$ cat src/rtl/poly_add_sched.sv
// Polynomial add/sub sequencer: streams a[k], b[k] through mod_add
// into the result RAM at one coefficient per cycle.

module mod_add (
  input  logic [23:0] a_i,
  input  logic [23:0] b_i,
  input  logic [22:0] q_i,
  output logic [22:0] r_o
);
  logic [24:0] sum;
  logic [24:0] red;

  assign sum = {1'b0, a_i} + {1'b0, b_i};
  assign red = (sum >= {2'b00, q_i}) ? sum - {2'b00, q_i} : sum;
  assign r_o = red[22:0];
endmodule

module poly_add_sched #(
  parameter int N  = 256,
  parameter int AW = 8
) (
  input  logic          clk_i,
  input  logic          rst_n_i,
  input  logic          start_i,
  input  logic          abort_i,
  input  logic          op_i,
  input  logic [22:0]   q_i,
  output logic          rd_en_o,
  output logic [AW-1:0] rd_addr_o,
  input  logic [22:0]   a_i,
  input  logic [22:0]   b_i,
  output logic          wr_en_o,
  output logic [AW-1:0] wr_addr_o,
  output logic [22:0]   wr_data_o,
  output logic          busy_o,
  output logic          done_o,
  output logic          range_err_o
);
  typedef enum logic [1:0] {IDLE, RUN, DRAIN, DONE} state_t;

  state_t        state_q;
  logic          rd_en_q;
  logic [AW-1:0] rd_addr_q;
  logic          busy_q;
  logic          done_q;
  logic [22:0]   q_q;
  logic          op_q;
  logic          s1_v_q;
  logic [AW-1:0] s1_addr_q;
  logic          wr_en_q;
  logic [AW-1:0] wr_addr_q;
  logic [22:0]   wr_data_q;
  logic          err_q;

  logic          accept;
  logic          kill;
  logic          bad;
  logic [23:0]   b_d;
  logic [22:0]   sum_d;

  assign accept = (state_q == IDLE) & start_i & ~abort_i;
  assign kill   = abort_i & (state_q != IDLE);

  // q - b keeps the operand non-negative; a + q < 2^24 always fits
  assign b_d = op_q ? ({1'b0, q_q} - {1'b0, b_i}) : {1'b0, b_i};
  assign bad = s1_v_q & ((a_i >= q_q) | (b_i >= q_q));

  mod_add u_mod_add (
    .a_i ({1'b0, a_i}),
    .b_i (b_d),
    .q_i (q_q),
    .r_o (sum_d)
  );

  always_ff @(posedge clk_i or negedge rst_n_i) begin
    if (!rst_n_i) begin
      state_q   <= IDLE;
      rd_en_q   <= 1'b0;
      rd_addr_q <= '0;
      busy_q    <= 1'b0;
      done_q    <= 1'b0;
      q_q       <= '0;
      op_q      <= 1'b0;
    end else if (kill) begin
      state_q <= IDLE;
      rd_en_q <= 1'b0;
      busy_q  <= 1'b0;
      done_q  <= 1'b0;
    end else begin
      unique case (state_q)
        IDLE: begin
          if (accept) begin
            state_q   <= RUN;
            q_q       <= q_i;
            op_q      <= op_i;
            rd_en_q   <= 1'b1;
            rd_addr_q <= '0;
            busy_q    <= 1'b1;
          end
        end
        RUN: begin
          if (rd_addr_q == AW'(N - 1)) begin
            rd_en_q <= 1'b0;
            state_q <= DRAIN;
          end else begin
            rd_addr_q <= rd_addr_q + 1'b1;
          end
        end
        DRAIN: begin
          // stage 1 empty means the final write is on the outputs now
          if (!s1_v_q) begin
            state_q <= DONE;
            busy_q  <= 1'b0;
            done_q  <= 1'b1;
          end
        end
        DONE: begin
          done_q  <= 1'b0;
          state_q <= IDLE;
        end
        default: state_q <= IDLE;
      endcase
    end
  end

  always_ff @(posedge clk_i or negedge rst_n_i) begin
    if (!rst_n_i) begin
      s1_v_q    <= 1'b0;
      s1_addr_q <= '0;
      wr_en_q   <= 1'b0;
      wr_addr_q <= '0;
      wr_data_q <= '0;
      err_q     <= 1'b0;
    end else begin
      if (accept)
        err_q <= 1'b0;
      else if (bad)
        err_q <= 1'b1;
      if (kill) begin
        s1_v_q  <= 1'b0;
        wr_en_q <= 1'b0;
      end else begin
        s1_v_q    <= rd_en_q;
        s1_addr_q <= rd_addr_q;
        wr_en_q   <= s1_v_q;
        wr_addr_q <= s1_addr_q;
        wr_data_q <= sum_d;
      end
    end
  end

  assign rd_en_o     = rd_en_q;
  assign rd_addr_o   = rd_addr_q;
  assign wr_en_o     = wr_en_q & ~kill;
  assign wr_addr_o   = wr_addr_q;
  assign wr_data_o   = wr_data_q;
  assign busy_o      = busy_q;
  assign done_o      = done_q;
  assign range_err_o = err_q | bad;
endmodule

$ cat config.mk
export PLATFORM = sky130hd
export DESIGN_NAME = poly_add_sched
export DESIGN_NICKNAME = d
export VERILOG_FILES = /design/src/rtl/poly_add_sched.sv
export SDC_FILE = /design/constraint.sdc
export NUM_CORES = 1
export LEC_CHECK = 0
export CORE_ASPECT_RATIO = 1.2
export CORE_UTILIZATION = 55
export CTS_BUF_LIST = sky130_fd_sc_hd__clkbuf_4 sky130_fd_sc_hd__clkbuf_8 sky130_fd_sc_hd__clkbuf_16
export DETAILED_ROUTE_END_ITERATION = 10
export GPL_TIMING_DRIVEN = 0
export MAX_ROUTING_LAYER = met4
export PLACE_DENSITY = 0.88
export SLEW_MARGIN = 25
export SYNTH_ARGS = -nofsm -noshare
export SYNTH_HDL_FRONTEND = slang
export SYNTH_SLANG_ARGS = --single-unit
$ cat constraint.sdc
create_clock -name clk_i -period 10.6 [get_ports clk_i]
set_clock_uncertainty 0.1 [all_clocks]
set_input_delay 1.06 -clock clk_i [delete_from_list [all_inputs] [get_ports clk_i]]
set_output_delay 1.06 -clock clk_i [all_outputs]
set_load 0.02 [all_outputs]
==> results of run 1 <==
[registers in the layout, summed over array words and instances, names as in the netlist, 2 cells and up]
name	flops
q_q	23
wr_data_o	23
rd_addr_o	8
s1_addr_q	8
wr_addr_o	8
state_q	2
[routing by layer]
| layer | wire length, um | share of wire |
|---|---|---|
| met1 | 9366 | 0.41 |
| met2 | 11350 | 0.49 |
| met3 | 1253 | 0.054 |
| met4 | 1079 | 0.047 |
| met5 | 0 | 0 |
[final cells by class]
class / count / area, um2 / area share
timing repair buffer: 118 / 1189 / 0.1244
clock inverter: 7 / 110.1 / 0.01152
inverter: 71 / 266.5 / 0.02789
clock buffer: 9 / 225.2 / 0.02357
buffer: 32 / 141.4 / 0.01479
sequential: 79 / 1977 / 0.2069
multi-input combinational: 813 / 5434 / 0.5686
tap: 171 / 214.0 / 0.02239
[metrics by stage]
step                      area, um2  cells
final                          9557   1300
after global routing           9557   1300
after CTS                      9557   1300
after detailed placement       9221   1284
after global placement         9204   1283
after floorplan                7819    995
[worst min path at each step]
| stage | endpoint | depth (start not counted) | start | slack (ns) |
|---|---|---|---|---|
| after floorplan | s1_addr_q[0] | 2 | s1_addr_q[0] | 0.34 |
| after global placement | s1_addr_q[7] | 2 | s1_addr_q[7] | 0.35 |
| after detailed placement | wr_addr_o[7] | 2 | wr_addr_o[7] | 0.36 |
| after CTS | wr_addr_o[1] | 2 | wr_addr_o[1] | 0.37 |
| after global routing | s1_addr_q[4] | 2 | s1_addr_q[4] | 0.39 |
| final | wr_addr_o[1] | 2 | wr_addr_o[1] | 0.36 |
[placed cells by master (no fill, tap or decap), drive strengths merged, types with 14 or more instances in the layout]
cell type / count
xor2: 18
nand2b: 15
nand4: 15
clkdlybuf4s50: 116
a21o: 31
nand3: 30
nor3: 23
ha: 99
clkbuf: 33
o21a: 16
a211oi: 14
o21ai: 83
nand2: 141
dfrtp: 79
xnor2: 33
a21oi: 83
nor2: 60
inv: 75
[kinds of logic (layout without fill, tap and decap cells)]
group / count (synthesis) / after routing / share of synthesized area
buffers and inverters: 103 / 237 / 0.05217
multiplexers: 7 / 7 / 0.008962
flip-flops: 79 / 79 / 0.2528
AO/OA/AOI/OAI: 323 / 323 / 0.2698
AND/OR/NAND/NOR: 330 / 330 / 0.1930
adder cells (fa/ha/maj): 102 / 102 / 0.1661
XOR/XNOR: 51 / 51 / 0.05713
[worst register-to-register path: cells and delay by family (launching register included)]
family	cells	cell delay, ns
AO/OA/AOI/OAI	14	3.87
AND/OR/NAND/NOR	8	1.68
XOR/XNOR	1	0.12
flip-flops	1	0.42
adder cells (fa/ha/maj)	4	1.19
buffers and inverters	1	0.11
==> out/results.ini, run 1 <==
[outcome]
status=complete, no violations

[placement]
io_buffer_count=117
place_ws_ns=2.158
place_hpwl_um=18370
gp_congestion=0.9727

[floorplanning]
row_count=47
ioPinCount=118
core_um2=13820
start_util=0.5658
fp.dieW_um=110.8
die-area_um2=14700
die_h_um=132.6

[worst_setup_path]
startpoint=b_i[7]
crit_family=compound AO/OA/AOI/OAI gates
critPathMaxStageDelay_ns=0.67
crit_slowest_cell=a221oi_1
worstPathArrival_ns=8.45
r2r_slack_ns=3.00
worstRegToRegCells=28
cp-start-kind=input pin
cp_max_fo=8
cp.depth=27
cp_num_buf_inv=2
worstSetupPathType=input pin to flop
rr_endpoint=wr_data_o[9]
r2r_start=q_q[0]
cp.required_ns=10.74
critPathCaptureType=flop
crit_end=wr_data_o[9]

[cts]
clk_pin_slew_worst_paths_ns=0.07
cts_resized=0
cts-htree-levels=3
root_buffer=clkbuf_16
holdBufCountCts=0
clk_latency_ns=0.36
cts_tree=done
numCtsBuffers=9
cts_sinks=79
post_cts_buffers=0
clk_path_buf_depth=2

[yosys]
mappedNetlistNets=1171
synth.most_common_cell=nand2_1
syn-cell-area_um2=7819
async_flop_share=1.000
syn_area_per_cell_um2=7.858
synth_edf_count=0
synth_area_leaders=dfrtp_1 (25%), ha_1 (16%), nand2_1 (6.8%)
ys_types=69
synthCells=995
ys_ff_latch=79
synthTopCellsByCount=nand2_1 (141), ha_1 (99), a21oi_1 (81), o21ai_0 (81), dfrtp_1 (79)
synth_top_area_share=0.2528
synth_warnings=0
yosysTopAreaCell=dfrtp_1
ys_seq_area_frac=0.2528
ys_dominant_reg_cell=dfrtp_1

[global_routing]
grt_max_degree=42
grt_overflow_total=0
grt_pass1_vias=7919
antenna_found_initial=0
use_met3=0.05085
grt_pass1_wl_um=37850
grt_util_met2=0.5745
grt_util_met1=0.3788
grt-busiest-layer=met2
grt_use_total=0.3345

[finish]
fillers=1169
drive_above_1_share=0.03189
final_core_util=0.6915
layout.nets=1300
area_growth_pct=22.23
antenna_cells=0

[routing]
via_per_inst=6.094
drtPass1Iterations=6
avgRoutedWirePerCell_um=17.73
via_count=7922
drc=0
drt_wl_total_um=23050
antenna_left=0
drt_iter0_markers=580

[sta]
slew_violations=0
holdWs_ns=0.3642
worst_slack_ns=2.290
layout_min_cycle_time_ns=8.310
relSlewSlack=0.4884
rsz0062_at_grt=no
fmax_mhz=120.3
hold_viol=0
tns_ns=0
final-setup-viol-count=0
tightestPinTransition_ns=0.7674
fin_crit_sh=0.7839

[hold_path]
worstHoldPathType=flop to flop

[run]
cap_violations=0

Power of run 1 is not shown: default switching activity piles up to over one toggle a cycle in this logic, so the estimate is an artifact.
==> inputs of run 2 (changes only) <==
Settings changed: CORE_UTILIZATION 55 to 51, PLACE_DENSITY 0.88 to 0.86.
Clock period 10.6 ns to 7.6 ns, I/O delays scaled along.
==> run 2 against run 1 <==
Worst hold slack got worse by 0.098 ns. Final cell count rose by 2.6%. Design area is 1.2% higher. Global-route usage decreased by 1.9 points. Critical path type unchanged. Critical endpoint is now wr_data_o[3]. Highest routed layer unchanged.
==> out/results.ini, run 2 (synthesized netlist as in run 1, its figures left out) <==
[outcome]
status=complete, no violations

[routing]
via_count=7892  ; -0.38%
drt_wl_total_um=23300  ; +1.1%
via_per_inst=5.916  ; -2.9%
avgRoutedWirePerCell_um=17.46  ; -1.5%
antenna_left=0  ; unchanged
drt_iter0_markers=535  ; -7.8%
drc=0  ; unchanged
drtPass1Iterations=6  ; unchanged

[worst_setup_path]
cp_max_fo=10  ; +2
cp_common_cell=ha_1
cp.required_ns=7.74  ; -3.00 ns
cp-start-kind=input pin
critPathMaxStageDelay_ns=0.42  ; -0.25 ns
r2r_slack_ns=0.72  ; -2.28 ns
worstSetupPathType=input pin to flop
r2r_start=q_q[0]
worstPathArrival_ns=7.38  ; -1.07 ns
startpoint=b_i[0]
critPathCaptureType=flop
crit_slowest_cell=clkdlybuf4s50_1

[placement]
gp_congestion=0.9781  ; +0.56%
place_hpwl_um=18470  ; +0.54%
io_buffer_count=117  ; unchanged

[sta]
tightestPinTransition_ns=0.8103  ; +0.04296 ns
fin_crit_sh=0.9532
slew_violations=0  ; unchanged
relSlewSlack=0.4598  ; -0.02864
final-setup-viol-count=0  ; unchanged
hold_viol=0  ; unchanged
fmax_mhz=138.0
layout_min_cycle_time_ns=7.244

[cts]
clk_latency_ns=0.36  ; about the same
cts_sinks=79  ; unchanged
root_buffer=clkbuf_16
cts-htree-levels=3  ; unchanged
holdBufCountCts=0  ; unchanged
cts_tree=done
clk_path_buf_depth=2  ; unchanged
clk_pin_slew_worst_paths_ns=0.07  ; about the same
numCtsBuffers=9  ; unchanged

[floorplanning]
core_um2=14960  ; +8.2%
ioPinCount=118  ; unchanged
die-area_um2=15830  ; +7.7%
fp.dieW_um=115.0  ; +3.8%
row_count=49  ; +4.3%
start_util=0.5227  ; -0.04311
die_h_um=137.6  ; +3.8%

[global_routing]
grt_max_degree=44  ; +4.8%
antenna_found_initial=0  ; unchanged
grt_pass1_vias=7732  ; -2.4%
grt_pass1_wl_um=37300  ; -1.5%
grt_use_total=0.3153  ; -0.01923
grt_overflow_total=0  ; unchanged

[finish]
final_core_util=0.6465  ; -0.04500
area_growth_pct=23.70
antenna_cells=0  ; unchanged
layout.nets=1301  ; +0.077%
layout_common_cells=nand2_1 (141), clkdlybuf4s50_1 (116), ha_1 (98), a21oi_1 (81), dfrtp_1 (79)
final_common_cell=nand2_1
drive_above_1_share=0.04336  ; +0.01148

[hold_path]
worstHoldPathType=input pin to asynchronous set/reset pin

[run]
cap_violations=0  ; unchanged

==> run 2: cell count changes in the layout (fill, tap and decap cells not counted), sizes merged <==
cell | previous run | this run
buf | 10 | 11
clkinvlp | 1 | 0
inv | 75 | 76
==> run 2: critical path: cells and delay by family <==
family | cells | cell delay [ns]
simple gates | 8 | 1.48
fa+ha+maj | 4 | 1.32
buf+inv | 3 | 0.68
xor+xnor | 1 | 0.34
compound gates | 13 | 2.78
==> run 2: what timing repair did <==
item                                   CTS  global route
setup buffers                            0             1
cloned                                   0             0
gates resized for setup                  1            16
endpoints found under the hold margin    0             0
setup endpoints to repair                7            23
pin swaps                                0             2
==> run 2: layout make-up <==
| cell class | count | area, um2 |
|---|---|---|
| multi-input combinational | 813 | 5490 |
| fill | 1346 | 5288 |
| sequential | 79 | 1977 |
| timing repair buffer | 119 | 1204 |
| inverter | 71 | 266.5 |
| tap | 204 | 255.2 |
| clock buffer | 9 | 225.2 |
| buffer | 32 | 142.6 |
| clock inverter | 7 | 111.4 |
==> run 2: worst paths after layout <==
check | cells past startpoint | endpoint
setup / recovery | 29 | wr_data_o[3]
hold / removal | 1 | wr_addr_o[7]
setup reg to reg | 29 | wr_data_o[3]
hold reg to reg | 2 | wr_addr_o[1]
max in group asynchronous | 2 | q_q[0]
min in group clk_i | 2 | wr_addr_o[1]
==> run 2: layer usage <==
layer | up-vias | track usage | routed length [um]
met4 | 0 | 0.1342 | 827
met5 | - | - | 0
met1 | 3707 | 0.3630 | 9625
met3 | 61 | 0.05279 | 1315
met2 | 274 | 0.5412 | 11530
li1 | 3850 | - | -
==> run 2: through the flow <==
step / setup TNS, ns / std cells / hold slack (ns) / instance area [um2] / setup WS, ns
after global routing: -0.05092 / 1334 / 0.3012 / 9672 / -0.02209
after CTS: 0 / 1333 / 0.2788 / 9613 / 0.08385
after floorplan: 0 / 995 / 0.3386 / 7819 / 1.351
after global placement: -6.061 / 1316 / 0.3494 / 9245 / -0.4132
after detailed placement: -7.232 / 1317 / 0.3557 / 9270 / -0.4521
final: 0 / 1334 / 0.2660 / 9672 / 0.3558
Power of run 2 is left out for the same reason.
==> inputs of run 3 (changes only) <==
Settings changed: RECOVER_POWER set to 100.
==> run 3 against run 2 <==
The run now ends with max-capacitance violations, max-slew violations left. Largest cell class unchanged. Global-route usage unchanged. Sequential cell count unchanged. Register-to-register slack worse by 0.02 ns. Critical path type unchanged. Final cell count unchanged. Fmax down 0.37%. Clock-buffer cell count unchanged. Worst setup slack worse by 0.027 ns. Wire length unchanged. Worst hold slack better by 0.094 ns. Core utilization down 0.23 points. Die area unchanged.
==> out/results.ini, run 3 (synthesized netlist as in run 1, its figures left out) <==
[sta]
slew_violations=82  ; +82
layout_min_cycle_time_ns=7.271  ; +0.02708 ns
fmax_mhz=137.5  ; -0.37%
tightestPinTransition_ns=2.457  ; +1.647 ns
fin_crit_sh=0.9568  ; +0.003564
final-setup-viol-count=0  ; unchanged
hold_viol=0  ; unchanged
relSlewSlack=-0.6379  ; -1.098

[outcome]
violations=max-capacitance violations, max-slew violations
status=finished with violations

[worst_setup_path]
critPathCaptureType=flop
cp_num_buf_inv=3  ; unchanged
cp-start-kind=input pin
worstPathArrival_ns=7.40  ; +0.02 ns
crit_slowest_cell=clkdlybuf4s50_1
cp_max_fo=10  ; unchanged
cp_common_cell=ha_1
cp.required_ns=7.73  ; about the same
r2r_slack_ns=0.70  ; -0.02 ns
crit_family=compound AO/OA/AOI/OAI gates
critPathMaxStageDelay_ns=0.42  ; about the same
worstSetupPathType=input pin to flop

[finish]
fillers=1347  ; +0.074%
drive_above_1_share=0.04071  ; -0.002655
final_common_cell=nand2_1
area_growth_pct=23.25
fin_cells=1334  ; unchanged
design_area_um2=9637  ; -0.36%
multi_input_area_um2=5483  ; -0.14%
layout.nets=1301  ; unchanged
layout_common_cells=nand2_1 (141), ha_1 (98), a21oi_1 (81), dfrtp_1 (79), o21ai_0 (78)
ff_latch_area_um2=1977  ; unchanged
antenna_cells=0  ; unchanged

[global_routing]
antenna_found_initial=0  ; unchanged
grt_pass1_wl_um=37300  ; unchanged
grt_max_degree=44  ; unchanged
use_met3=0.05279  ; unchanged
grt_util_met1=0.3630  ; unchanged
grt_pass1_vias=7732  ; unchanged
grt_overflow_total=0  ; unchanged
grt_util_met2=0.5412  ; unchanged
grt-busiest-layer=met2
grt_use_total=0.3153  ; unchanged

[run]
cap_violations=2  ; +2

[cts]
clk_latency_ns=0.36  ; about the same
cts_tree=done
clk_pin_slew_worst_paths_ns=0.06  ; about the same
root_buffer=clkbuf_16
cts_sinks=79  ; unchanged
holdBufCountCts=0  ; unchanged
numCtsBuffers=9  ; unchanged
cts-htree-levels=3  ; unchanged
clk_path_buf_depth=2  ; unchanged

[routing]
antenna_left=0  ; unchanged
drtPass1Iterations=6  ; unchanged
via_per_inst=5.931  ; +0.25%
via_count=7912  ; +0.25%
drt_iter0_markers=546  ; +2.1%
drt_wl_total_um=23300  ; unchanged
avgRoutedWirePerCell_um=17.46  ; unchanged
drc=0  ; unchanged

[floorplanning]
row_count=49  ; unchanged
ioPinCount=118  ; unchanged
die-area_um2=15830  ; unchanged
fp.dieW_um=115.0  ; unchanged
core_um2=14960  ; unchanged
die_h_um=137.6  ; unchanged
start_util=0.5227  ; unchanged

[placement]
dp.cells=1317  ; unchanged
post_dp_cell_area_um2=9270  ; unchanged
place_hpwl_um=18470  ; unchanged
io_buffer_count=117  ; unchanged
gp_congestion=0.9781  ; unchanged

[hold_path]
worstHoldPathType=flop to flop

[run 3: worst paths after layout]
kind                            cells past startpoint      endpoint    startpoint
worst max-delay path                               29  wr_data_o[3]        b_i[0]
worst min-delay path                                2  wr_addr_o[1]  wr_addr_o[1]
worst max register to register                     29  wr_data_o[3]        q_q[0]
worst min register to register                      2  wr_addr_o[1]  wr_addr_o[1]
max in group asynchronous                           2        q_q[0]       rst_n_i
min in group asynchronous                           1  wr_addr_o[7]       rst_n_i
[run 3: final cells by class]
type,instances,share of cell area
buffer,32,0.01480
clock buffer,9,0.02337
clock inverter,7,0.01156
inverter,71,0.02766
multi-input combinational,813,0.5689
sequential,79,0.2051
tap,204,0.02649
timing repair buffer,119,0.1220
[run 3: per-layer routing]
| metal | wire (um) | up-vias |
|---|---|---|
| met5 | 0 | - |
| met4 | 759 | 0 |
| met3 | 1205 | 59 |
| met2 | 11650 | 254 |
| met1 | 9680 | 3743 |
| li1 | - | 3856 |
[run 3: timing repair]
item / 4_1_cts / 5_1_grt
endpoints found under the hold margin: 0 / 0
setup buffers: 0 / 1
resized for setup: 1 / 16
pin swaps: 0 / 2
endpoints found under the setup margin: 7 / 23
cloned: 0 / 0
[run 3: stage by stage]
step	TNS [ns]	hold slack (ns)	setup slack, ns	util
2_1_floorplan	0	0.3386	1.351	-
3_3_place_gp	-6.061	0.3494	-0.4132	0.6180
3_5_place_dp	-7.232	0.3557	-0.4521	0.6197
4_1_cts	0	0.2788	0.08385	0.6426
5_1_grt	-0.01060	0.3915	-0.004762	0.6442
6_report	0	0.3599	0.3287	0.6442
[run 3: worst reg2reg max path, delay by kind of cell (launching register included)]
| family | cells | cell delay [ns] |
|---|---|---|
| AO/OA/AOI/OAI | 13 | 2.80 |
| AND/OR/NAND/NOR | 8 | 1.49 |
| adder cells (fa/ha/maj) | 4 | 1.31 |
| flip-flops | 1 | 0.40 |
| buffers and inverters | 3 | 0.36 |
| XOR/XNOR | 1 | 0.34 |
Power of run 3 is left out for the same reason.
